===== src/rtl/train_pkg.sv =====
// Shared definitions for the DNN-array training sequencer.
// State encoding and default pipeline timing.
package train_pkg;

    typedef enum logic [2:0] {
        IDLE,
        CLEAR,
        RUN,
        UPDATE,
        DONE
    } state_t;

    localparam int FWD_LAT_DEF  = 4;
    localparam int LOAD_OFS_DEF = 2;

endpackage


===== src/rtl/cnt_mod.sv =====
// Generic wrapping up-counter: counts 0..term, tc flags the terminal value.
// Wraps to 0 when enabled at the terminal value.
module cnt_mod #(
    parameter int W = 8
) (
    input  logic         clk,
    input  logic         rst,
    input  logic         clr,
    input  logic         en,
    input  logic [W-1:0] term,
    output logic [W-1:0] q,
    output logic         tc
);

    assign tc = (q == term);

    always_ff @(posedge clk or negedge rst) begin
        if (!rst) begin
            q <= '0;
        end else if (clr) begin
            q <= '0;
        end else if (en) begin
            q <= tc ? '0 : q + W'(1);
        end
    end

endmodule


===== src/rtl/train_ctrl.sv =====
// Training sequencer: walks the sample ROM in mini-batches for a set
// number of epochs, pulsing the array's load/accu/wr/rst_btch controls.
module train_ctrl
    import train_pkg::*;
#(
    parameter int ADDR_W   = 8,
    parameter int CNT_W    = 16,
    parameter int FWD_LAT  = FWD_LAT_DEF,
    parameter int LOAD_OFS = LOAD_OFS_DEF
) (
    input  logic              clk,
    input  logic              rst,
    input  logic              start,
    input  logic              abort,
    input  logic [ADDR_W:0]   i_n_smpl,
    input  logic [ADDR_W:0]   i_n_batch,
    input  logic [CNT_W-1:0]  i_n_epoch,
    output logic [ADDR_W-1:0] o_addr,
    output logic              load,
    output logic              accu,
    output logic              wr,
    output logic              rst_btch,
    output logic              smpl_vld,
    output logic              busy,
    output logic              done,
    output logic [CNT_W-1:0]  o_epoch
);

    localparam int PH_W = $clog2(FWD_LAT + 1);

    state_t st, nxt;

    logic [ADDR_W:0]  n_smpl, n_batch;
    logic [CNT_W-1:0] n_epoch, epoch;
    logic [PH_W-1:0]  ph_q;
    logic [ADDR_W:0]  b_q, s_q;
    logic             ph_tc, b_tc, s_tc;
    logic             go, zero, in_run, accu_i, ep_end, last_ep;
    logic             unused_b;

    assign zero    = (i_n_smpl == '0) || (i_n_batch == '0) ||
                     (i_n_epoch == '0);
    assign go      = (st == IDLE) && start && !abort;
    assign in_run  = (st == RUN);
    assign accu_i  = in_run && ph_tc;
    assign ep_end  = (s_q == '0);
    assign last_ep = (epoch == n_epoch - CNT_W'(1));
    assign unused_b = ^b_q;

    always_comb begin
        nxt = st;
        unique case (st)
            IDLE:    if (start) nxt = zero ? DONE : CLEAR;
            CLEAR:   nxt = RUN;
            RUN:     if (accu_i && (b_tc || s_tc)) nxt = UPDATE;
            UPDATE:  nxt = (ep_end && last_ep) ? DONE : CLEAR;
            DONE:    nxt = IDLE;
            default: nxt = IDLE;
        endcase
        if (abort) nxt = IDLE;
    end

    always_ff @(posedge clk or negedge rst) begin
        if (!rst) begin
            st <= IDLE;
        end else begin
            st <= nxt;
        end
    end

    // counts are frozen at start so the host may reprogram them freely
    always_ff @(posedge clk or negedge rst) begin
        if (!rst) begin
            n_smpl  <= '0;
            n_batch <= '0;
            n_epoch <= '0;
            epoch   <= '0;
        end else if (go) begin
            n_smpl  <= i_n_smpl;
            n_batch <= i_n_batch;
            n_epoch <= i_n_epoch;
            epoch   <= '0;
        end else if (st == UPDATE && !abort && ep_end && !last_ep) begin
            epoch <= epoch + CNT_W'(1);
        end
    end

    cnt_mod #(.W(PH_W)) u_ph (
        .clk  (clk),
        .rst  (rst),
        .clr  (go || st == CLEAR),
        .en   (in_run && !abort),
        .term (PH_W'(FWD_LAT)),
        .q    (ph_q),
        .tc   (ph_tc)
    );

    cnt_mod #(.W(ADDR_W + 1)) u_bat (
        .clk  (clk),
        .rst  (rst),
        .clr  (go || st == CLEAR),
        .en   (accu_i && !abort),
        .term (n_batch - (ADDR_W + 1)'(1)),
        .q    (b_q),
        .tc   (b_tc)
    );

    // wraps to 0 after the last sample, which also marks epoch end
    cnt_mod #(.W(ADDR_W + 1)) u_smp (
        .clk  (clk),
        .rst  (rst),
        .clr  (go),
        .en   (accu_i && !abort),
        .term (n_smpl - (ADDR_W + 1)'(1)),
        .q    (s_q),
        .tc   (s_tc)
    );

    assign o_addr   = s_q[ADDR_W-1:0];
    assign load     = in_run && (ph_q == PH_W'(LOAD_OFS));
    assign accu     = accu_i;
    assign smpl_vld = accu_i;
    assign wr       = (st == UPDATE);
    assign rst_btch = (st == CLEAR);
    assign done     = (st == DONE);
    assign busy     = (st != IDLE);
    assign o_epoch  = epoch;

endmodule

===== config.mk =====
export PLATFORM = sky130hd
export DESIGN_NAME = train_ctrl
export DESIGN_NICKNAME = d
export VERILOG_FILES = /design/src/rtl/train_pkg.sv /design/src/rtl/cnt_mod.sv /design/src/rtl/train_ctrl.sv
export SDC_FILE = /design/constraint.sdc
export NUM_CORES = 1
export LEC_CHECK = 0
export BUFFER_PORTS_ARGS = -buffer_cell sky130_fd_sc_hd__clkbuf_2
export CORE_ASPECT_RATIO = 0.8
export CORE_MARGIN = 8
export CORE_UTILIZATION = 45
export CTS_CLUSTER_SIZE = 8
export DETAILED_ROUTE_END_ITERATION = 16
export GPL_TIMING_DRIVEN = 0
export PLACE_DENSITY = 0.65
export RECOVER_POWER = 25
export SLEW_MARGIN = 20
export SYNTH_ARGS = -nofsm -noshare
export SYNTH_HDL_FRONTEND = slang
export SYNTH_HIERARCHICAL = 1
export SYNTH_SLANG_ARGS = --single-unit

===== constraint.sdc =====
create_clock -name clk -period 3.8 [get_ports clk]
set_clock_uncertainty 0.1 [all_clocks]
set_input_delay 0.95 -clock clk [delete_from_list [all_inputs] [get_ports clk]]
set_output_delay 0.95 -clock clk [all_outputs]
set_load 0.01 [all_outputs]

==> results.txt, run 1 <==
The number of clock sinks is 74. The signal on the critical path passes through or4_1 > buf_2 > or3_1 > or4_1 > a221oi_2 > nor4b_4 > buf_4 > o21ai_1 > a21oi_1. The total number of nets in the final design came out at roughly 650. The library cell appearing most often on the critical path is sky130_fd_sc_hd__or4_1. The worst setup path is captured at a register. In this run the worst hold path is classified as reg2reg. The worst register-to-register path has a depth of 9. At the end of the flow the core is filled with cells to 53.3%. For this design, the slowest cell found on the critical path is sky130_fd_sc_hd__or4_1.

The number of buffers inserted during clock tree synthesis is 9. The count of final setup violators is 0. The most used flip-flop cell after synthesis is sky130_fd_sc_hd__dfrtp_1.

The number of synthesis warnings is 6. Summing the areas of all compound-gate instances in the mapped netlist gives 9.80% of the synthesized area. The average routed wire per standard cell is 16.1 um. The number of distinct standard cells referenced by the synthesized netlist came out at 52.

The worst-case setup margin in the final layout is 0.281 ns. The wire length on met3 is 694 um. The count of flip-flops with a built-in enable after synthesis is 0. Synthesis inferred 74 register bits. The total of hold buffers inserted after clock tree synthesis is 0. No sink is reached through more buffers than the 2 on the longest clock path. The CTS H-tree depth came out at 3. The post-CTS resize count is 0. The number of global-route vias before repair is 3972. The worst slack at placement came out at 0.315 ns. The wire length on met2 came out at 5180 um. The cell sitting at the root of the clock tree is a sky130_fd_sc_hd__clkbuf_16.

After synthesis, the share of flip-flops with an asynchronous set or reset is 100%. The pin count of the biggest net entering global routing is 53. For this configuration, the core starts out at a cell density of between 40% and 50%. Relative to the synthesized area, the layout overhead comes to 17.4%. The residual DRC count is 0. After detailed routing, the wire length on met1 is 6020 um.

The critical path is of the reg2reg type. The initial antenna violation count was 0. The total congestion overflow came out at 0. Setup repair after global routing left no endpoint under its margin.

The core region is 0.0101 mm2. The number of endpoints with negative hold slack in the final report is 0. The period utilization is 92.6%. Row generation in the floorplan step produced 33 rows.

The number of pins exceeding their max-slew limit in the final report came out at 0. In this run the static leakage power is 2.41 nW. The number of top-level pins came out at 69. The die height came out at between 100 and 150 um.

The clock latency of the later-clocked register in the worst-skew pair came out at approximately 0.34 ns. The maximum net fanout on the critical path is 10. The max-cap check violation count is 0.

In this run the tool buffered the top-level ports with 67 buffer cells. Timing would allow up to 0.284 GHz. Signal routing reaches up to met4.

The sum of negative setup slack came out at 0 ns. Hold is met by 0.401 ns. The total iterations of the first detailed-routing run is 5. The highest ir drop seen on vdd came out at roughly 0.36 mV. The post-synthesis xor/xnor area fraction is approximately 14%. The worst max-slew margin expressed relative to the limit is 12.3%. The TritonCTS clock tree is built. The total power density per cell area is 652 mW/mm2. The post-layout minimum cycle time is ~3.5 ns. The synthesized-area fraction occupied by and/or/nand/nor cells is 28.5%. The number of nets still failing antenna checks after routing is 0.

The mean number of vias per cell is 5.41. The share of post-route cells with drive strength above 1 is 15.9%. The largest single stage delay on the critical path is between 0.5 and 0.6 ns. The vias after detailed routing is 4052.

After synthesis, the largest family of logic cells by area is simple AND/OR/NAND/NOR gates. The cell area after technology mapping is 0.00460 mm2. The worst setup path is launched from a register. The share of cell area taken by muxes after synthesis is under 10%.

The floorplan step set the die width to 129 um. Summing the areas of all fa, ha and maj instances in the mapped netlist gives about 1.9% of the synthesized area. The first-pass GRT wire length came out at 20100 um. The final RePlAce weighted congestion came out at 0.871.

At the pin with the least slew margin, the transition time is 1.32 ns. The data required time at the worst endpoint is 3.94 ns. Summed over all layers, the routed wires come to 12000 um. The count of antenna diodes in the layout is 0. Along the worst hold path, the cell count comes to 2.

The CTS clock-pin slew for the worst setup and hold paths came out at 0.06 ns. The arrival time at the worst endpoint came out at between 3 and 4 ns. The iteration-0 DRC count of the detailed router is 322.

The die covers 0.0137 mm2. The run finished with clean final reports. The setup fix buffers added after clock tree synthesis came out at 0. The post-route non-filler standard cell count is 749. After detailed placement, the design holds a cell count of 733.

The sequential cell area fraction in the yosys report came out at 40.3%. The setup slack on the worst flop-to-flop path came out at 0.28 ns. Dividing the synthesized area by the synthesized cell count gives 8.77 um2.

The combined global-route utilization of all metal layers is 18.4%. After legalization and detailed placement, the total HPWL measured 9090 um. The number of cells produced by synthesis came out at 524.
## cell type report
cell class / instances / area (um2)
fillers: 933 / 4720
multi-input cells: 413 / 2590
flip-flops and latches: 74 / 1850
repair buffers: 68 / 339
clock buffers: 13 / 240
well taps: 140 / 175
plain buffers: 20 / 91.3
inverters: 18 / 67.6
clock inverters: 3 / 40.0
## state kept, by name, summed over array words and instances, names as in the netlist
name,count
st,3
u_bat/q,9
n_epoch,16
u_ph/q,3
u_smp/q,9
n_smpl,9
o_epoch,16
n_batch,9
## where the power goes
part           leakage (nW)  internal (mW)  switching, mW  total, mW
combinational          1.30          0.633          0.781       1.41
clock                 0.138          0.507          0.316      0.823
sequential            0.968           1.00          0.275       1.28
total                  2.41           2.14           1.37       3.52
## Yosys cell counts (all sizes together) (4+ instances only)
master | number | share of area, %
a211oi | 12 | 2.0
a21oi | 15 | 1.6
and3 | 5 | 0.68
buf | 4 | 0.68
clkbuf | 16 | 1.3
dfrtp | 74 | 40
ha | 7 | 1.9
inv | 17 | 1.4
mux2i | 7 | 1.5
nand2 | 116 | 9.5
nand2b | 9 | 1.2
nand3 | 13 | 1.4
nand4 | 14 | 1.9
nor2 | 20 | 1.6
nor3 | 19 | 2.1
nor4 | 16 | 2.8
nor4b | 5 | 1.3
o21ai | 15 | 1.6
o32ai | 5 | 0.95
or2b | 4 | 0.65
or3 | 15 | 2.0
or4 | 6 | 0.98
xnor2 | 43 | 8.2
xor2 | 28 | 5.7
## layout by cell type, fill, tap and decap left out, drive strengths merged, types with 15 or more instances in the layout
master    n
nor4     16
dfrtp    74
nor3     19
inv      17
nand2   116
a21oi    15
xor2     28
xnor2    43
clkbuf   97
o21ai    15
or3      15
nor2     20
## cell families (layout without fill, tap and decap cells)
group / count (synthesis) / in the layout
AND/OR/NAND/NOR: 256 / 256
flip-flops: 74 / 74
XOR/XNOR: 71 / 71
AO/OA/AOI/OAI: 67 / 67
buffers and inverters: 38 / 122
multiplexers: 9 / 9
adder cells (fa/ha/maj): 7 / 7
other: 2 / 3
## worst paths after layout
kind,startpoint,end
hold reg to reg,n_smpl[8],n_smpl[8]
hold / removal,n_smpl[8],n_smpl[8]
max in group asynchronous,rst,u_bat/q[4]
setup reg to reg,n_epoch[5],o_epoch[7]
min in group asynchronous,rst,n_epoch[11]
setup / recovery,n_epoch[5],o_epoch[7]
## through the flow
step	power (mW)	area, um2
6_report	3.52	5400
5_1_grt	3.78	5400
4_1_cts	3.54	5420
3_5_place_dp	2.69	5140
3_3_place_gp	2.64	5110
2_1_floorplan	2.35	4600
## worst max-delay path: cells and delay by family (launching register included)
family,cells,cell delay [ns]
and+or+nand+nor,4,1.89
AOI/OAI and AO/OA,3,0.51
DFF,1,0.47
buffers and inverters,2,0.45
## routing by layer
layer | global-route usage, % | vias to the layer above
met4 | 5.86 | 0
met3 | 4.10 | 10
met1 | 26.5 | 1947
li1 | - | 1991
met2 | 26.7 | 104
met5 | 0 | -
Note: power is estimated with default switching activity, not from simulation.
==> run 2: changes to the inputs <==
- CTS_BUF_LIST: default -> sky130_fd_sc_hd__clkbuf_4
==> run 2 against run 1 <==
Net effect: die area is the same; first-iteration DRC count is 11% lower; fmax grew 0.35%; largest power group unchanged; sequential share of layout area increased by 0.90 points; clock power decreased by 38%; combinational power is essentially flat; via count barely moved; critical path depth unchanged; sequential cell count unchanged; critical endpoint unchanged; worst hold slack improved by 0.011 ns.
==> results.txt, run 2 (synthesis gave the netlist of run 1 again) <==
The count of final setup violators is 0 (unchanged). The count of antenna diodes in the layout came out at 0 (unchanged). The sequential cell fraction of total power came out at 39.9% (+3.5 points). The area of placed instances came out at 0.00514 mm2 (unchanged). The worst-case setup margin in the final layout came out at 0.293 ns (+0.0122 ns). The number of endpoints with negative hold slack in the final report came to 0 (unchanged). Leaving out fill and tap cells, the most frequent cell in the layout is sky130_fd_sc_hd__nand2_1. The critical path's top delay family is simple AND/OR/NAND/NOR gates. The half-perimeter wire length after detailed placement is 9090 um (unchanged). The number of fill cells came out at 955 (+2.4%).

The overall routed net length is 12000 um (-0.23%). The setup fix buffers added after clock tree synthesis came out at 0 (unchanged). The total net switching power was 1.33 mW (-2.9%). The startpoint-to-endpoint class of the critical path is reg2reg. The worst max-slew margin expressed relative to the limit is 12.6% (+0.31 points).

The total die area is 0.0137 mm2 (unchanged). The register cell area after layout came out at 0.00185 mm2 (unchanged). The combined global-route utilization of all metal layers came out at 18.3% (-0.064 points). The CTS clock-pin slew for the worst setup and hold paths is 0.11 ns (+0.05 ns). The total iterations of the first detailed-routing run came out at 4 (-1). The number of global-route vias before repair came out at 3922 (-1.3%). The worst setup path is launched from a register. The residual DRC count was 0 (unchanged).

The CTS H-tree depth is 3 (unchanged). The highest ir drop seen on vdd came out at 0.332 mV (-8.3%). The number of top-level pins was 69 (unchanged). The number of clock sinks came out at 74 (unchanged). The clock latency of the later-clocked register in the worst-skew pair came out at 0.45 ns (+0.11 ns). The pin count of the biggest net entering global routing is 53 (unchanged). The post-CTS resize count came out at 0 (unchanged). The run finished with clean final reports. The arrival time at the worst endpoint came out at 3.76 ns (+0.10 ns). The cell-internal power is 1.86 mW (-13%). The number of rows in the core area came out at 33 (unchanged). The worst setup path is captured at a register. The sum of negative setup slack came out at 0 ns (unchanged). The cell at the slowest stage of the critical path is sky130_fd_sc_hd__or4_1. The multi-input logic area was 0.00259 mm2 (+0.19%).

The total of hold buffers inserted after clock tree synthesis is 0 (unchanged). The post-layout minimum cycle time came to 3.51 ns (-0.0122 ns). The vias after detailed routing came out at 4053 (+0.025%). The mean number of vias per cell came out at 5.41 (about the same). TritonCTS built the clock tree. The average routed wire per standard cell is 16.0 um (-0.23%).

The library cell used as clock root buffer is sky130_fd_sc_hd__clkbuf_4. The number of buffers between clock root and the deepest sink is 2 (unchanged). The placeable core region was 0.0101 mm2 (unchanged). The maximum net fanout on the critical path is 10 (unchanged).

The power consumption is 3.19 mW (-9.1%). The worst slack at placement came out at 0.315 ns (unchanged). Setup repair after global routing left no endpoint under its margin. The horizontal extent of the die is 129 um (unchanged). The number of buffers inserted by port buffering is 67 (unchanged). The total power density per cell area was 608 mW/mm2 (-6.8%). The power share of the clock group is 15.9% (-7.5 points). The library cells used most frequently in the layout, excluding fill and tap cells, are 116 x sky130_fd_sc_hd__nand2_1, 74 x sky130_fd_sc_hd__dfrtp_1, 67 x sky130_fd_sc_hd__clkbuf_2, 43 x sky130_fd_sc_hd__xnor2_1, 26 x sky130_fd_sc_hd__xor2_1. The top achievable clock speed is 0.285 GHz (+0.35%). The critical path's largest stage delay is 0.53 ns (-0.03 ns). The iteration-0 DRC count of the detailed router is 288 (-11%). The net switching fraction of the power is 41.7% (+2.7 points). The critical path buffer and inverter count is 2 (unchanged). The number of pins exceeding their max-slew limit in the final report came out at 0 (unchanged).

The final RePlAce weighted congestion was 0.871 (unchanged). The initial antenna violation count was 0 (unchanged). The worst-margin pin slew came to 1.31 ns (-0.00461 ns).

The data required time at the worst endpoint is 4.06 ns (+0.12 ns). The library cell appearing most often on the critical path is sky130_fd_sc_hd__or4_1. The signal on the critical path passes through or4_1 > buf_2 > or3_1 > or4_1 > a221oi_2 > nor4b_4 > buf_4 > o21ai_1 > a21oi_1. The leakage power of the design came to 2.35 nW (-2.3%). The share of post-route cells with drive strength above 1 came out at 16.7% (+0.82 points). The total number of nets in the final design is 649 (unchanged). The die height is 106 um (unchanged). The period utilization is 92.3% (-0.32 points). The growth of design area from synthesis to finish came out at 14.4%.

The combinational group share of total power is 44.2% (+4.0 points). The max-cap check violation count came to 0 (unchanged). The initial standard-cell utilization of the core is 45.4% (unchanged). The total congestion overflow came out at 0 (unchanged). The worst hold-check path type is reg2reg. The number of nets still failing antenna checks after routing was 0 (unchanged). The number of buffers inserted during clock tree synthesis was 9 (unchanged).

The post-route standard cell area excluding fillers came out at 0.00526 mm2 (-2.6%). The first-pass GRT wire length is 20000 um (-0.86%).
run 2: cell count changes in the layout (fill, tap and decap cells not counted):
cell / before / now
sky130_fd_sc_hd__clkbuf_4: 0 / 13
sky130_fd_sc_hd__nor3_2: 0 / 1
sky130_fd_sc_hd__nor3_1: 19 / 18
sky130_fd_sc_hd__clkbuf_16: 9 / 0
sky130_fd_sc_hd__clkbuf_1: 21 / 17
run 2: area by class of cell:
| class | count | share of cell area [%] |
|---|---|---|
| buffer | 20 | 1.74 |
| clock buffer | 13 | 1.86 |
| clock inverter | 3 | 0.762 |
| inverter | 18 | 1.29 |
| multi-input combinational | 413 | 49.4 |
| sequential | 74 | 35.2 |
| tap | 140 | 3.33 |
| timing repair buffer | 68 | 6.45 |
run 2: power by group through the flow:
stage / sequential [mW] / combinational, mW / clock [mW]
global route: 1.31 / 1.59 / 0.558
detailed placement: 1.29 / 1.41 / 0
finish: 1.27 / 1.41 / 0.508
floorplan: 1.21 / 1.14 / 0
global placement: 1.27 / 1.37 / 0
CTS: 1.27 / 1.42 / 0.523
run 2: final timing paths:
kind / start / endpoint / slack (ns) / cells after the start
worst max-delay path: n_epoch[5] / o_epoch[7] / 0.29 / 9
worst min-delay path: n_smpl[8] / n_smpl[8] / 0.41 / 2
worst max register to register: n_epoch[5] / o_epoch[7] / 0.29 / 9
worst min register to register: n_smpl[8] / n_smpl[8] / 0.41 / 2
max in group asynchronous: rst / u_smp/q[3] / 1.03 / 2
min in group asynchronous: rst / n_epoch[10] / 0.65 / 1
run 2: layer usage:
| metal | up-vias | global-route usage (%) | wire length, um |
|---|---|---|---|
| met3 | 7 | 5.60 | 683 |
| met4 | 0 | 4.10 | 59 |
| li1 | 1991 | - | - |
| met1 | 1961 | 26.4 | 6050 |
| met5 | - | 0 | 0 |
| met2 | 94 | 26.2 | 5210 |
run 2: stage by stage:
stage / hold WS, ns / instances / utilization, %
global placement: 0.387 / 732 / 50.5
CTS: 0.312 / 749 / 52.2
finish: 0.413 / 749 / 52.0
detailed placement: 0.396 / 733 / 50.8
floorplan: 0.366 / 525 / -
global route: 0.456 / 749 / 52.0
run 2: worst reg2reg max path: stages (launching register included):
cell and delay, ns:
sky130_fd_sc_hd__dfrtp_1 0.49, sky130_fd_sc_hd__or4_1 0.53, sky130_fd_sc_hd__buf_2 0.17, sky130_fd_sc_hd__or3_1 0.36, sky130_fd_sc_hd__or4_1 0.50, sky130_fd_sc_hd__a221oi_2 0.25, sky130_fd_sc_hd__nor4b_4 0.48, sky130_fd_sc_hd__buf_4 0.27
sky130_fd_sc_hd__o21ai_1 0.09, sky130_fd_sc_hd__a21oi_1 0.17
